## src/rtl/serial_flit_tx_if.sv

```systemverilog
// Parallel-side handshake and serial-line bundle for serial_flit_tx.
// The master modport is the traffic source and receiver side; the slave modport is the serialiser.
interface serial_flit_tx_if #(
    parameter int PORTS  = 1,
    parameter int FLIT_W = 16
);
    logic [PORTS-1:0]        par_valid_i;
    logic [PORTS*FLIT_W-1:0] par_flit_i;
    logic [PORTS-1:0]        par_ready_o;
    logic [PORTS-1:0]        sflit_o;
    logic [PORTS-1:0]        ready_i;
    logic [PORTS-1:0]        busy_o;
    logic [PORTS*16-1:0]     frame_cnt_o;

    modport master (
        output par_valid_i, par_flit_i, ready_i,
        input  par_ready_o, sflit_o, busy_o, frame_cnt_o
    );

    modport slave (
        input  par_valid_i, par_flit_i, ready_i,
        output par_ready_o, sflit_o, busy_o, frame_cnt_o
    );
endinterface

```

## src/rtl/serial_flit_tx.sv

```systemverilog
// Multi-port flit serialiser: per-port FIFO feeding a start-bit framed, LSB-first,
// idle-high serial line with a forced inter-frame gap, gated by the receiver's ready.
module serial_flit_tx #(
    parameter int PORTS      = 1,
    parameter int FLIT_W     = 16,
    parameter int FIFO_DEPTH = 4,
    parameter int GAP_CYCLES = 1
) (
    input  logic            clk,
    input  logic            reset,
    serial_flit_tx_if.slave bus
);
    localparam int AW = $clog2(FIFO_DEPTH);
    localparam int BW = $clog2(FLIT_W);
    localparam int GW = $clog2(GAP_CYCLES + 1);

    localparam logic [1:0] S_IDLE  = 2'd0;
    localparam logic [1:0] S_START = 2'd1;
    localparam logic [1:0] S_DATA  = 2'd2;
    localparam logic [1:0] S_GAP   = 2'd3;

    localparam logic [BW-1:0] LAST_BIT = BW'(FLIT_W - 1);
    localparam logic [GW-1:0] LAST_GAP = GW'(GAP_CYCLES - 1);
    localparam logic [AW:0]   PTR_ONE  = (AW+1)'(1);

    logic                r_en;
    logic [PORTS-1:0]    w_sflit;
    logic [PORTS-1:0]    w_busy;
    logic [PORTS-1:0]    w_ready;
    logic [PORTS*16-1:0] w_frame_cnt;

    // Holds par_ready_o low through reset and for the first edge after release.
    always_ff @(posedge clk or posedge reset) begin
        if (reset) r_en <= 1'b0;
        else       r_en <= 1'b1;
    end

    for (genvar p = 0; p < PORTS; p++) begin : g_port
        logic [FLIT_W-1:0] r_mem [FIFO_DEPTH];
        logic [AW:0]       r_wr_ptr;
        logic [AW:0]       r_rd_ptr;
        logic [1:0]        r_state;
        logic [FLIT_W-1:0] r_shift;
        logic [BW-1:0]     r_bit_cnt;
        logic [GW-1:0]     r_gap_cnt;
        logic              r_sflit;
        logic              r_busy;
        logic [15:0]       r_frame_cnt;
        logic              w_full;
        logic              w_empty;
        logic              w_push;
        logic              w_pop;

        // Pointers carry one extra wrap bit so full and empty are distinguishable.
        assign w_empty    = (r_wr_ptr == r_rd_ptr);
        assign w_full     = (r_wr_ptr[AW] != r_rd_ptr[AW]) &&
                            (r_wr_ptr[AW-1:0] == r_rd_ptr[AW-1:0]);
        assign w_ready[p] = r_en & ~w_full;
        assign w_push     = bus.par_valid_i[p] & w_ready[p];
        assign w_pop      = (r_state == S_IDLE) & ~w_empty & bus.ready_i[p];

        // NOTE: the flit storage is deliberately not reset; the pointers define which entries are valid.
        always_ff @(posedge clk) begin
            if (w_push) r_mem[r_wr_ptr[AW-1:0]] <= bus.par_flit_i[p*FLIT_W +: FLIT_W];
        end

        always_ff @(posedge clk or posedge reset) begin
            if (reset) begin
                r_wr_ptr <= '0;
                r_rd_ptr <= '0;
            end else begin
                if (w_push) r_wr_ptr <= r_wr_ptr + PTR_ONE;
                if (w_pop)  r_rd_ptr <= r_rd_ptr + PTR_ONE;
            end
        end

        // NOTE: every state register uses non-blocking assignments so all ports update from the same pre-edge values.
        always_ff @(posedge clk or posedge reset) begin
            if (reset) begin
                r_state     <= S_IDLE;
                r_shift     <= '0;
                r_bit_cnt   <= '0;
                r_gap_cnt   <= '0;
                r_sflit     <= 1'b1;
                r_busy      <= 1'b0;
                r_frame_cnt <= '0;
            end else begin
                case (r_state)
                    S_IDLE: begin
                        if (w_pop) begin
                            r_shift     <= r_mem[r_rd_ptr[AW-1:0]];
                            r_bit_cnt   <= '0;
                            r_frame_cnt <= r_frame_cnt + 16'd1;
                            r_sflit     <= 1'b0;
                            r_busy      <= 1'b1;
                            r_state     <= S_START;
                        end
                    end
                    S_START: begin
                        r_sflit <= r_shift[0];
                        r_shift <= r_shift >> 1;
                        r_state <= S_DATA;
                    end
                    S_DATA: begin
                        if (r_bit_cnt == LAST_BIT) begin
                            r_sflit   <= 1'b1;
                            r_gap_cnt <= '0;
                            r_state   <= S_GAP;
                        end else begin
                            r_sflit   <= r_shift[0];
                            r_shift   <= r_shift >> 1;
                            r_bit_cnt <= r_bit_cnt + BW'(1);
                        end
                    end
                    S_GAP: begin
                        if (r_gap_cnt == LAST_GAP) begin
                            r_busy  <= 1'b0;
                            r_state <= S_IDLE;
                        end else begin
                            r_gap_cnt <= r_gap_cnt + GW'(1);
                        end
                    end
                    default: r_state <= S_IDLE;
                endcase
            end
        end

        assign w_sflit[p]               = r_sflit;
        assign w_busy[p]                = r_busy;
        assign w_frame_cnt[p*16 +: 16]  = r_frame_cnt;
    end

    assign bus.par_ready_o = w_ready;
    assign bus.sflit_o     = w_sflit;
    assign bus.busy_o      = w_busy;
    assign bus.frame_cnt_o = w_frame_cnt;
endmodule
```

## src/flat_wrapper.sv

```systemverilog
// flat-port wrapper written by rule: the top's interface ports become plain ports
module serial_flit_tx_flat 
#(
    parameter int PORTS      = 1,
    parameter int FLIT_W     = 16,
    parameter int FIFO_DEPTH = 4,
    parameter int GAP_CYCLES = 1
)
  (clk, reset, bus_par_valid_i, bus_par_flit_i, bus_ready_i, bus_par_ready_o, bus_sflit_o, bus_busy_o, bus_frame_cnt_o);
  serial_flit_tx_if #(.PORTS(PORTS), .FLIT_W(FLIT_W)) bus_i ();
  input  logic clk;
  input  logic reset;
  input wire logic [$bits(bus_i.par_valid_i)-1:0] bus_par_valid_i;
  input wire logic [$bits(bus_i.par_flit_i)-1:0] bus_par_flit_i;
  input wire logic [$bits(bus_i.ready_i)-1:0] bus_ready_i;
  output wire logic [$bits(bus_i.par_ready_o)-1:0] bus_par_ready_o;
  output wire logic [$bits(bus_i.sflit_o)-1:0] bus_sflit_o;
  output wire logic [$bits(bus_i.busy_o)-1:0] bus_busy_o;
  output wire logic [$bits(bus_i.frame_cnt_o)-1:0] bus_frame_cnt_o;
  assign bus_i.par_valid_i = bus_par_valid_i;
  assign bus_i.par_flit_i = bus_par_flit_i;
  assign bus_i.ready_i = bus_ready_i;
  assign bus_par_ready_o = bus_i.par_ready_o;
  assign bus_sflit_o = bus_i.sflit_o;
  assign bus_busy_o = bus_i.busy_o;
  assign bus_frame_cnt_o = bus_i.frame_cnt_o;
  serial_flit_tx #(.PORTS(PORTS), .FLIT_W(FLIT_W), .FIFO_DEPTH(FIFO_DEPTH), .GAP_CYCLES(GAP_CYCLES)) u_core (.clk(clk), .reset(reset), .bus(bus_i));
endmodule
```

## config.mk

```make
export PLATFORM = sky130hd
export DESIGN_NAME = serial_flit_tx_flat
export DESIGN_NICKNAME = d
export VERILOG_FILES = /design/src/rtl/serial_flit_tx_if.sv /design/src/rtl/serial_flit_tx.sv /design/src/flat_wrapper.sv
export SDC_FILE = /design/constraint.sdc
export NUM_CORES = 1
export LEC_CHECK = 0
export ABC_CLOCK_PERIOD_IN_PS = 2300
export CORE_MARGIN = 4
export CORE_UTILIZATION = 50
export CTS_CLUSTER_DIAMETER = 120
export DETAILED_ROUTE_END_ITERATION = 16
export HOLD_SLACK_MARGIN = 0.02
export PLACE_DENSITY = 0.7
export SLEW_MARGIN = 20
export SYNTH_ARGS = -nofsm -noshare
export SYNTH_HDL_FRONTEND = slang
export SYNTH_SLANG_ARGS = --single-unit
```

## constraint.sdc

```tcl
create_clock -name clk -period 2.3 [get_ports clk]
set_clock_uncertainty 0.2 [all_clocks]
set_input_delay 0.575 -clock clk [delete_from_list [all_inputs] [get_ports clk]]
set_output_delay 0.575 -clock clk [all_outputs]
set_load 0.01 [all_outputs]
```

==> results of run 1 <==
power by group:
part | internal [uW] | total [uW] | switching, uW
logic | 1510 | 2750 | 1230
registers | 2560 | 2820 | 254
clock network | 418 | 1080 | 664
cell type report:
class / count / area (um2) / share of cell area
clock buffers: 10 / 128 / 0.0227
clock inverters: 6 / 53.8 / 0.00957
inverters: 8 / 30.0 / 0.00534
multi-input cells: 164 / 1590 / 0.283
flip-flops and latches: 111 / 3100 / 0.551
well taps: 129 / 161 / 0.0287
repair buffers: 61 / 561 / 0.0997
what timing repair did:
item                       in CTS  in global routing
setup endpoints to repair       1                  2
hold endpoints to repair        0                  0
resized for setup               5                  1
cells in the final DEF (no fill, tap or decap), types with 7 or more instances in the layout:
master	instances
edfxtp_1	64
dfrtp_1	46
clkdlybuf4s50_1	37
mux2_2	31
buf_4	22
xnor2_1	13
mux4_2	13
nand2_1	12
ha_1	12
nand3_1	11
xor2_1	11
clkbuf_8	9
nor2_1	7
inv_1	7
cells by family (layout without fill, tap and decap cells):
group                    count (synthesis)  in the layout  share of synthesized area
adder cells (fa/ha/maj)                 12             12                     0.0315
XOR/XNOR                                25             25                     0.0459
AND/OR/NAND/NOR                         56             56                     0.0640
AO/OA/AOI/OAI                           21             21                     0.0325
multiplexers                            49             49                      0.156
buffers and inverters                   17             85                     0.0191
flip-flops                             111            111                      0.650
other                                    1              1                   0.000786
synthesized netlist by cell type (all sizes together), types with 2 or more instances:
library cell / n / area [um2]
dfrtp: 46 / 1150
nor4: 2 / 12.5
and3: 6 / 37.5
a41oi: 2 / 25.0
edfxtp: 64 / 1920
mux4: 16 / 372
ha: 12 / 150
nand2: 12 / 45.0
nor3: 6 / 30.0
nand4b: 2 / 17.5
nor2: 7 / 26.3
mux2: 32 / 364
o21ai: 5 / 25.0
nand4: 4 / 25.0
inv: 8 / 30.0
xor2: 11 / 96.3
clkbuf: 3 / 11.3
o31a: 2 / 17.5
buf: 6 / 50.0
nand3: 11 / 55.1
xnor2: 14 / 123
nor2b: 2 / 12.5
a21oi: 4 / 20.0
sequential cells by signal, summed over array words and instances, names as in the netlist:
register,cells
u_core.g_port.r_mem,64
u_core.bus.frame_cnt_o,16
u_core.g_port.r_shift,16
u_core.g_port.r_bit_cnt,4
u_core.g_port.r_rd_ptr,3
u_core.g_port.r_wr_ptr,3
u_core.g_port.r_state,2
u_core.bus.busy_o,1
u_core.bus.sflit_o,1
u_core.r_en,1
per-layer routing:
metal / GRT usage / routed length, um / up-vias
met5: 0 / 0 / -
li1: - / - / 1235
met1: 0.202 / 3580 / 1302
met2: 0.259 / 4050 / 36
met3: 0.0374 / 244 / 11
met4: 0.0527 / 113 / 0
how the worst max path moves through the flow:
stage / start / endpoint / depth (start not counted)
final: u_core.bus.sflit_o$_DFFE_PP1P_ / bus_sflit_o / 1
after global routing: u_core.g_port[0].r_state[0]$_DFFE_PP0P_ / u_core.g_port[0].r_shift[15]$_DFFE_PP0P_ / 6
after CTS: u_core.bus.sflit_o$_DFFE_PP1P_ / bus_sflit_o / 1
after detailed placement: bus_ready_i / u_core.g_port[0].r_shift[15]$_DFFE_PP0P_ / 5
after global placement: bus_ready_i / u_core.g_port[0].r_shift[15]$_DFFE_PP0P_ / 5
after floorplan: u_core.g_port[0].r_state[0]$_DFFE_PP0P_ / u_core.g_port[0].r_shift[0]$_DFFE_PP0P_ / 6
through the flow:
stage               total power, uW  hold WS [ns]  utilization  setup WS (ns)  instance area (um2)
global placement               5550         0.268        0.585        -0.0208                 5440
detailed placement             5610         0.272        0.585        -0.0287                 5440
CTS                            6730         0.288        0.605         0.0703                 5620
finish                         6650         0.285        0.606          0.106                 5620
floorplan                      4860         0.274            -         0.0363                 4770
global route                   7110         0.316        0.606         0.0293                 5620
==> out/results.ini, run 1 <==
[outcome]
status=complete, no violations

[worst_setup_path]
path_delay_family=flip-flops
cp-end-kind=output port
critPathKind=reg2out
worstReg2RegEnd=u_core.g_port[0].r_shift[15]$_DFFE_PP0P_
rr_worst_depth=6
worstReg2RegStart=u_core.g_port[0].r_state[0]$_DFFE_PP0P_
crit_chain=clkdlybuf4s50_1
cp.required_ns=1.52
worstPathArrival_ns=1.42
path_max_fanout=2
reg2reg_slack_ns=0.16
worstSetupStartpointType=flip-flop
max_stage_delay_ns=0.54
worst_path_max_delay_cell=dfstp_2
worst-path-buf-inv=1

[drt]
antenna_left=0
via_per_inst=5.28
drt-initial-drc-count=129
drcViolationCount=0
vias=2584
wire_per_inst_um=16.3
first_pass_iters=4
wirelength_um=7990

[logic_synthesis]
synth_ff_type=edfxtp_1
avgSynthCellArea_um2=16.3
async_flop_share=0.423
ys_seq_elements=111
syn_inst=292
synth.net_count=324
yosysSeqAreaShare=0.650
synth_cell_types=44
synth-edff-count=64
yosysWarnings=0
netlist_area_um2=4770

[clock_network]
clock_sinks=111
cts_buffer_depth=2
cts_setup_buffers=0
root_buffer=clkbuf_8
htree_levels=3
clk_latency_ns=0.37
cts_tree=built
hold_buffers=0
cts_buffers=9
path_clk_slew_ns=0.10

[timing]
layout_min_cycle_time_ns=2.19
post-route-period-util=0.954
hold_viol_final=0
fin_setup_tns_ns=0
final_max_slew_viol_count=0
fmax_ghz=0.456
rsz0062_at_grt=no
setup_viol=0
max_slew_margin=0.461
worst_pin_slew_ns=0.796

[global_route]
grt.overflow.total=0
antenna_found_initial=0
grt_max_degree=23
grt.total_usage=0.156
first_global_vias=2675
grt_pass1_wl_um=13500

[placement]
port_buffers=38
dp_cells=473
gp_congestion=0.778
dp_hpwl_um=5480

[final_layout]
fillCellCount=738
fin_nets=387
antenna_cells=0
drive_above_1_share=0.250
syn2layout_area_growth_pct=17.9
fin_cells=489

[die]
die_h_um=106
die_w_um=106
pin_count=39
core_region_area_um2=9280
initial_core_util=0.514
placementRows=35
dieArea_um2=11200

[worst_hold_path]
hold_start=u_core.bus.frame_cnt_o[15]$_DFFE_PP0P_
whs_path_depth=1
min_path_type=reg2reg
hold_path_end=u_core.bus.frame_cnt_o[15]$_DFFE_PP0P_

[power]
vdd.ir_drop.worst_uv=596
power_density_nw_per_um2=1180
p_leak_uw=0.00218

[flow_run]
drv_cap=0

(Power assumes the default switching activity.)
==> inputs of run 2 (changes only) <==
--- a/config.mk
+++ b/config.mk
@@ -6,6 +6,7 @@
 export NUM_CORES = 1
 export LEC_CHECK = 0
 export ABC_CLOCK_PERIOD_IN_PS = 2300
+export CAP_MARGIN = 20
 export CORE_MARGIN = 4
 export CORE_UTILIZATION = 50
 export CTS_CLUSTER_DIAMETER = 120
==> results of run 2 <==
No change in the layout: final DEF, timing and power equal those of run 1.
==> inputs of run 3 (changes only) <==
--- a/config.mk
+++ b/config.mk
@@ -11,9 +11,10 @@
 export CORE_UTILIZATION = 50
 export CTS_CLUSTER_DIAMETER = 120
 export DETAILED_ROUTE_END_ITERATION = 16
+export GPL_ROUTABILITY_DRIVEN = 0
 export HOLD_SLACK_MARGIN = 0.02
 export PLACE_DENSITY = 0.7
-export SLEW_MARGIN = 20
+export SLEW_MARGIN = 10
 export SYNTH_ARGS = -nofsm -noshare
 export SYNTH_HDL_FRONTEND = slang
 export SYNTH_SLANG_ARGS = --single-unit
==> results of run 3 <==
No change in the layout: final DEF, timing and power equal those of run 1.
